[config.mk]
export PLATFORM = sky130hd
export DESIGN_NAME = regfile_sb
export DESIGN_NICKNAME = d
export VERILOG_FILES = /design/src/rtl/regfile_pkg.sv /design/src/rtl/regfile_sb_rdport.sv /design/src/rtl/regfile_sb.sv
export SDC_FILE = /design/constraint.sdc
export NUM_CORES = 1
export LEC_CHECK = 0
export ABC_CLOCK_PERIOD_IN_PS = 6700
export CAP_MARGIN = 20
export CORE_MARGIN = 2
export CORE_UTILIZATION = 28
export CTS_CLUSTER_DIAMETER = 120
export DETAILED_ROUTE_END_ITERATION = 7
export PLACE_DENSITY = 0.53
export SKIP_CTS_REPAIR_TIMING = 1
export SLEW_MARGIN = 20
export SYNTH_ARGS = -nofsm -noshare
export SYNTH_HDL_FRONTEND = slang
export SYNTH_HIERARCHICAL = 1
export SYNTH_SLANG_ARGS = --single-unit
[constraint.sdc]
create_clock -name clk_i -period 6.7 [get_ports clk_i]
set_input_delay 1.675 -clock clk_i [delete_from_list [all_inputs] [get_ports clk_i]]
set_output_delay 1.675 -clock clk_i [all_outputs]
set_load 0.005 [all_outputs]
[src/rtl/regfile_pkg.sv]
// Shared types and helpers for the regfile_sb register file.
// Optional WB->ID bypass is selected with the REGFILE_BYPASS_EN macro.
package regfile_pkg;

  localparam int XLEN_DEFAULT = 32;

  typedef enum logic {
    RF_INIT,
    RF_READY
  } rf_state_e;

  // Bit offset of slice p in a vector packed from w-bit fields.
  function automatic int port_lsb(input int p, input int w);
    return p * w;
  endfunction

endpackage

[src/rtl/regfile_sb_rdport.sv]
// One combinational read port: x0 forcing, ready gating and optional WB bypass.
// Bypass mux is present only when REGFILE_BYPASS_EN is defined.
module regfile_sb_rdport
  import regfile_pkg::*;
#(
  parameter int XLEN = XLEN_DEFAULT,
  parameter int AW   = 5
) (
  input  logic [AW-1:0]   addr,
  input  logic [XLEN-1:0] arr_data,
  input  logic            pend_bit,
  input  logic            ready,
  input  logic            wb_we,
  input  logic [AW-1:0]   wb_addr,
  input  logic [XLEN-1:0] wb_data,
  input  logic            issue_valid,
  input  logic [AW-1:0]   issue_addr,
  output logic [XLEN-1:0] rdata,
  output logic            pending
);

`ifndef REGFILE_BYPASS_EN
  logic unused_bypass;
  assign unused_bypass = ^{wb_we, wb_addr, wb_data, issue_valid, issue_addr};
`endif

  always_comb begin
    rdata   = '0;
    pending = 1'b0;
    if (ready && addr != '0) begin
      rdata   = arr_data;
      pending = pend_bit;
`ifdef REGFILE_BYPASS_EN
      // A retiring write supersedes the array; a same-cycle reissue keeps it pending.
      if (wb_we && wb_addr == addr) begin
        rdata   = wb_data;
        pending = issue_valid && issue_addr == addr;
      end
`endif
    end
  end

endmodule

[src/rtl/regfile_sb.sv]
// Register file with pending-write scoreboard and sequential clear sweep after reset.
// Define REGFILE_BYPASS_EN to forward WB data/pending clears to the read ports.
module regfile_sb
  import regfile_pkg::*;
#(
  parameter int XLEN  = XLEN_DEFAULT,
  parameter int NREGS = 32,
  parameter int NRD   = 2,
  localparam int AW   = $clog2(NREGS)
) (
  input  logic              clk_i,
  input  logic              rst_i,
  input  logic [NRD*AW-1:0] id_rs_addr,
  input  logic              id_issue_valid,
  input  logic [AW-1:0]     id_issue_rd_addr,
  input  logic              wb_q_is_rd_write,
  input  logic [AW-1:0]     wb_rd_addr,
  input  logic [XLEN-1:0]   wb_rd_wdata,
  output logic [NRD*XLEN-1:0] regfile_rs_rdata,
  output logic [NRD-1:0]    regfile_rs_pending,
  output logic              regfile_ready
);

  logic [XLEN-1:0]  arr [NREGS];
  logic [NREGS-1:0] pending_reg;
  logic [AW-1:0]    idx_reg;
  rf_state_e        state_reg, state_next;

  always_ff @(posedge clk_i) begin
    if (rst_i) state_reg <= RF_INIT;
    else       state_reg <= state_next;
  end

  always_comb begin
    state_next = state_reg;
    if (state_reg == RF_INIT && idx_reg == AW'(NREGS - 1)) state_next = RF_READY;
  end

  // x0 is never swept: its reads are forced to zero at the ports.
  always_ff @(posedge clk_i) begin
    if (rst_i)                     idx_reg <= AW'(1);
    else if (state_reg == RF_INIT) idx_reg <= idx_reg + AW'(1);
  end

  always_ff @(posedge clk_i) begin
    if (!rst_i) begin
      if (state_reg == RF_INIT)
        arr[idx_reg] <= '0;
      else if (wb_q_is_rd_write && wb_rd_addr != '0)
        arr[wb_rd_addr] <= wb_rd_wdata;
    end
  end

  // Set is assigned after clear so a same-cycle reissue keeps the bit set.
  always_ff @(posedge clk_i) begin
    if (rst_i) begin
      pending_reg <= '0;
    end else if (state_reg == RF_READY) begin
      if (wb_q_is_rd_write && wb_rd_addr != '0) pending_reg[wb_rd_addr] <= 1'b0;
      if (id_issue_valid && id_issue_rd_addr != '0) pending_reg[id_issue_rd_addr] <= 1'b1;
    end
  end

  assign regfile_ready = (state_reg == RF_READY);

  for (genvar gi = 0; gi < NRD; gi++) begin : g_rd
    logic [AW-1:0] rs_addr;
    assign rs_addr = id_rs_addr[port_lsb(gi, AW) +: AW];

    regfile_sb_rdport #(
      .XLEN(XLEN),
      .AW  (AW)
    ) u_rdport (
      .addr       (rs_addr),
      .arr_data   (arr[rs_addr]),
      .pend_bit   (pending_reg[rs_addr]),
      .ready      (regfile_ready),
      .wb_we      (wb_q_is_rd_write),
      .wb_addr    (wb_rd_addr),
      .wb_data    (wb_rd_wdata),
      .issue_valid(id_issue_valid),
      .issue_addr (id_issue_rd_addr),
      .rdata      (regfile_rs_rdata[port_lsb(gi, XLEN) +: XLEN]),
      .pending    (regfile_rs_pending[gi])
    );
  end

endmodule

==> results.json <==
{
  "status": "completed",
  "cts_tree": "built",
  "grt_antenna_before_repair": 3,
  "final_nets": 4069,
  "preCtsSetupSlack_ns": 0.3035,
  "areaGrowthSynthToFinish_pct": 17.74,
  "skew_ns": 0.01740,
  "hold_violations": 0,
  "track_usage_pct": 19.08,
  "rsz0062_at_grt": "no",
  "grt_start_max_net_pins": 58,
  "slew_headroom_pct": 28.82,
  "vdd_drop_max_v": 0.0002312,
  "tightest_slew_ns": 1.066,
  "grt_pass1_vias": 34713,
  "tns_ns": 0,
  "critPathKind": "in -> out",
  "cap_viol_max_count": 0,
  "synthMuxAreaShare_pct": 20.46,
  "fmax_mhz": 155.7,
  "fillerInstances": 17953,
  "yosysTopAreaCell": "edfxtp_1",
  "num_rows": 157,
  "numCtsBuffers": 108,
  "finalCritPeriodShare_pct": 95.87,
  "synthFlopType": "edfxtp_1",
  "cts_buffer_depth": 3,
  "start_util_pct": 28.21,
  "yosysWarnings": 6,
  "cts.sinks": 1062,
  "hpwl_um": 106300,
  "core_area_sq_um": 183500,
  "numPortBuffers": 122,
  "wl_per_cell_um": 27.97,
  "syn_area_sq_um": 51770,
  "dr.pass1.iters": 6,
  "startpoint_type": "input port",
  "regArea_sq_um": 31510,
  "grt-ovfl-total": 0,
  "ys_seq_area_share_pct": 60.87,
  "maxSlewViolCount": 0,
  "gp_congestion": 0.8103,
  "largest_reg_flops": 1024,
  "synth-seq-cells": 1062,
  "required_ns": 5.03,
  "synth_top_family_by_area": "multiplexers",
  "hold_class": "reg -> reg",
  "worst-path-max-fanout": 16,
  "synth_cell_type_count": 47,
  "drcViolationCount": 0,
  "synth_edf_count": 1024,
  "yosys.area_share.simple_pct": 6.371,
  "die_x_um": 434.0,
  "cts.clk_slew.worst_paths_ns": 0.06,
  "cts_root_buf": "clkbuf_16",
  "p_leak_uw": 0.02110,
  "grt_pass1_wl_um": 258500,
  "setup_violations": 0,
  "synth_area_leaders": "edfxtp_1 (59%), mux2i_1 (20%), a22oi_1 (2.9%), a21oi_1 (2.8%), a22o_1 (2.2%)",
  "netlist.area_leader.share_pct": 59.40,
  "syn_nets": 3948,
  "multiInputGateArea_sq_um": 19130,
  "finalWorstSetupSlack_ns": 0.2766,
  "avgSynthCellArea_sq_um": 13.31,
  "route.detailed.vias_per_inst": 5.339,
  "wl_um": 183600,
  "end_kind": "output pin",
  "clock_latency_ns": 0.73,
  "htreeDepth": 3,
  "top_level_ports": 123,
  "synth-adder-area-share_pct": 0.04834,
  "die-area_sq_um": 188300,
  "cp.arrival_ns": 4.75,
  "synth_compound_area_share_pct": 9.431,
  "synth_commonest_cells": "mux2i_1 (1,058), edfxtp_1 (1,024), nand2_1 (307)",
  "ant_nets": 0,
  "finalCriticalPeriod_ns": 6.423,
  "drt-initial-drc-count": 3159,
  "synth-xor-area-share_pct": 0.01692,
  "synth-async-reset-ratio_pct": 0,
  "synth_cells": 3890,
  "synthMostInstantiatedCell": "mux2i_1",
  "power.density_nw_per_um2": 240.9,
  "die_y_um": 434.0,
  "vias": 35057,
  "layout-drive-gt1-share_pct": 10.68
}
metal layers:
layer  GRT usage [%]  vias up  routed length, um
met5               0        -                  0
met4           7.132        0               6692
met3           2.214      305               9578
met2           33.02     1135              91400
met1           24.37    18244              75960
li1                -    15373                  -
cells in the final DEF, fill, tap and decap left out, types with 20 or more instances in the layout:
| cell type | n |
|---|---|
| a21oi_1 | 294 |
| a22o_1 | 132 |
| a22oi_1 | 200 |
| a31oi_1 | 70 |
| buf_12 | 73 |
| buf_4 | 120 |
| clkbuf_16 | 114 |
| clkdlybuf4s50_1 | 120 |
| clkinv_1 | 27 |
| clkinv_2 | 24 |
| dfxtp_1 | 37 |
| edfxtp_1 | 1024 |
| mux2i_1 | 1058 |
| nand2_1 | 305 |
| nand3_1 | 203 |
| nor2_1 | 20 |
| nor2_4 | 34 |
| nor3_1 | 70 |
| o21ai_0 | 33 |
where the power goes:
group | internal, uW | switching (uW) | total (uW)
Sequential | 7240 | 31.4 | 7270
Combinational | 455 | 794 | 1250
Clock | 3530 | 2630 | 6160
through the flow:
stage          total power [uW]  hold slack [ns]  util, %  instances  instance area, sq um
3_3_place_gp               8659           0.4770    31.24       6363                 57320
3_5_place_dp               8657           0.4814    31.25       6363                 57330
6_report                  14680           0.4925    33.22       6566                 60950
2_1_floorplan              8130           0.4587        -       3890                 51770
4_1_cts                   14760           0.4903    33.19       6563                 60900
5_1_grt                   15060           0.5088    33.22       6566                 60950
kinds of logic (layout without fill, tap and decap cells):
| logic type | Yosys count | count (layout) |
|---|---|---|
| flops | 1062 | 1062 |
| mux | 1058 | 1058 |
| compound gates | 744 | 744 |
| simple gates | 711 | 711 |
| buf+inv | 312 | 523 |
| fa+ha+maj | 2 | 2 |
| xor+xnor | 1 | 1 |
| other cells | 0 | 1 |
path summary, 6_finish.rpt:
kind / from / endpoint / slack [ns] / depth (start not counted)
setup / recovery: id_rs_addr[7] / regfile_rs_rdata[63] / 0.28 / 11
hold / removal: pending_reg[0]$_SDFFE_PP0P_ / pending_reg[0]$_SDFFE_PP0P_ / 0.49 / 1
setup reg to reg: regfile_ready$_SDFFE_PP0P_ / arr[14][19]$_DFFE_PP_ / 2.78 / 5
hold reg to reg: pending_reg[0]$_SDFFE_PP0P_ / pending_reg[0]$_SDFFE_PP0P_ / 0.49 / 1
critical path, cell delays in order:
cell and delay [ns]:
clkdlybuf4s50_1 0.67, and2_4 0.42, buf_4 0.33, buf_4 0.23, a22o_1 0.16, nor3_1 0.04
a31oi_1 0.19, nand3_1 0.26, nand2_1 0.18, a21oi_1 0.06, clkdlybuf4s50_1 0.51
final cells by class:
type	count	share of cell area, %
clock buffers	131	4.818
clock inverters	69	1.045
inverters	6	0.03695
well taps	2464	5.058
multi-input cells	2516	31.39
repair buffers	317	5.945
flip-flops and latches	1062	51.71
diodes	1	0.004106
No activity file was read; power rests on OpenSTA's default activity.
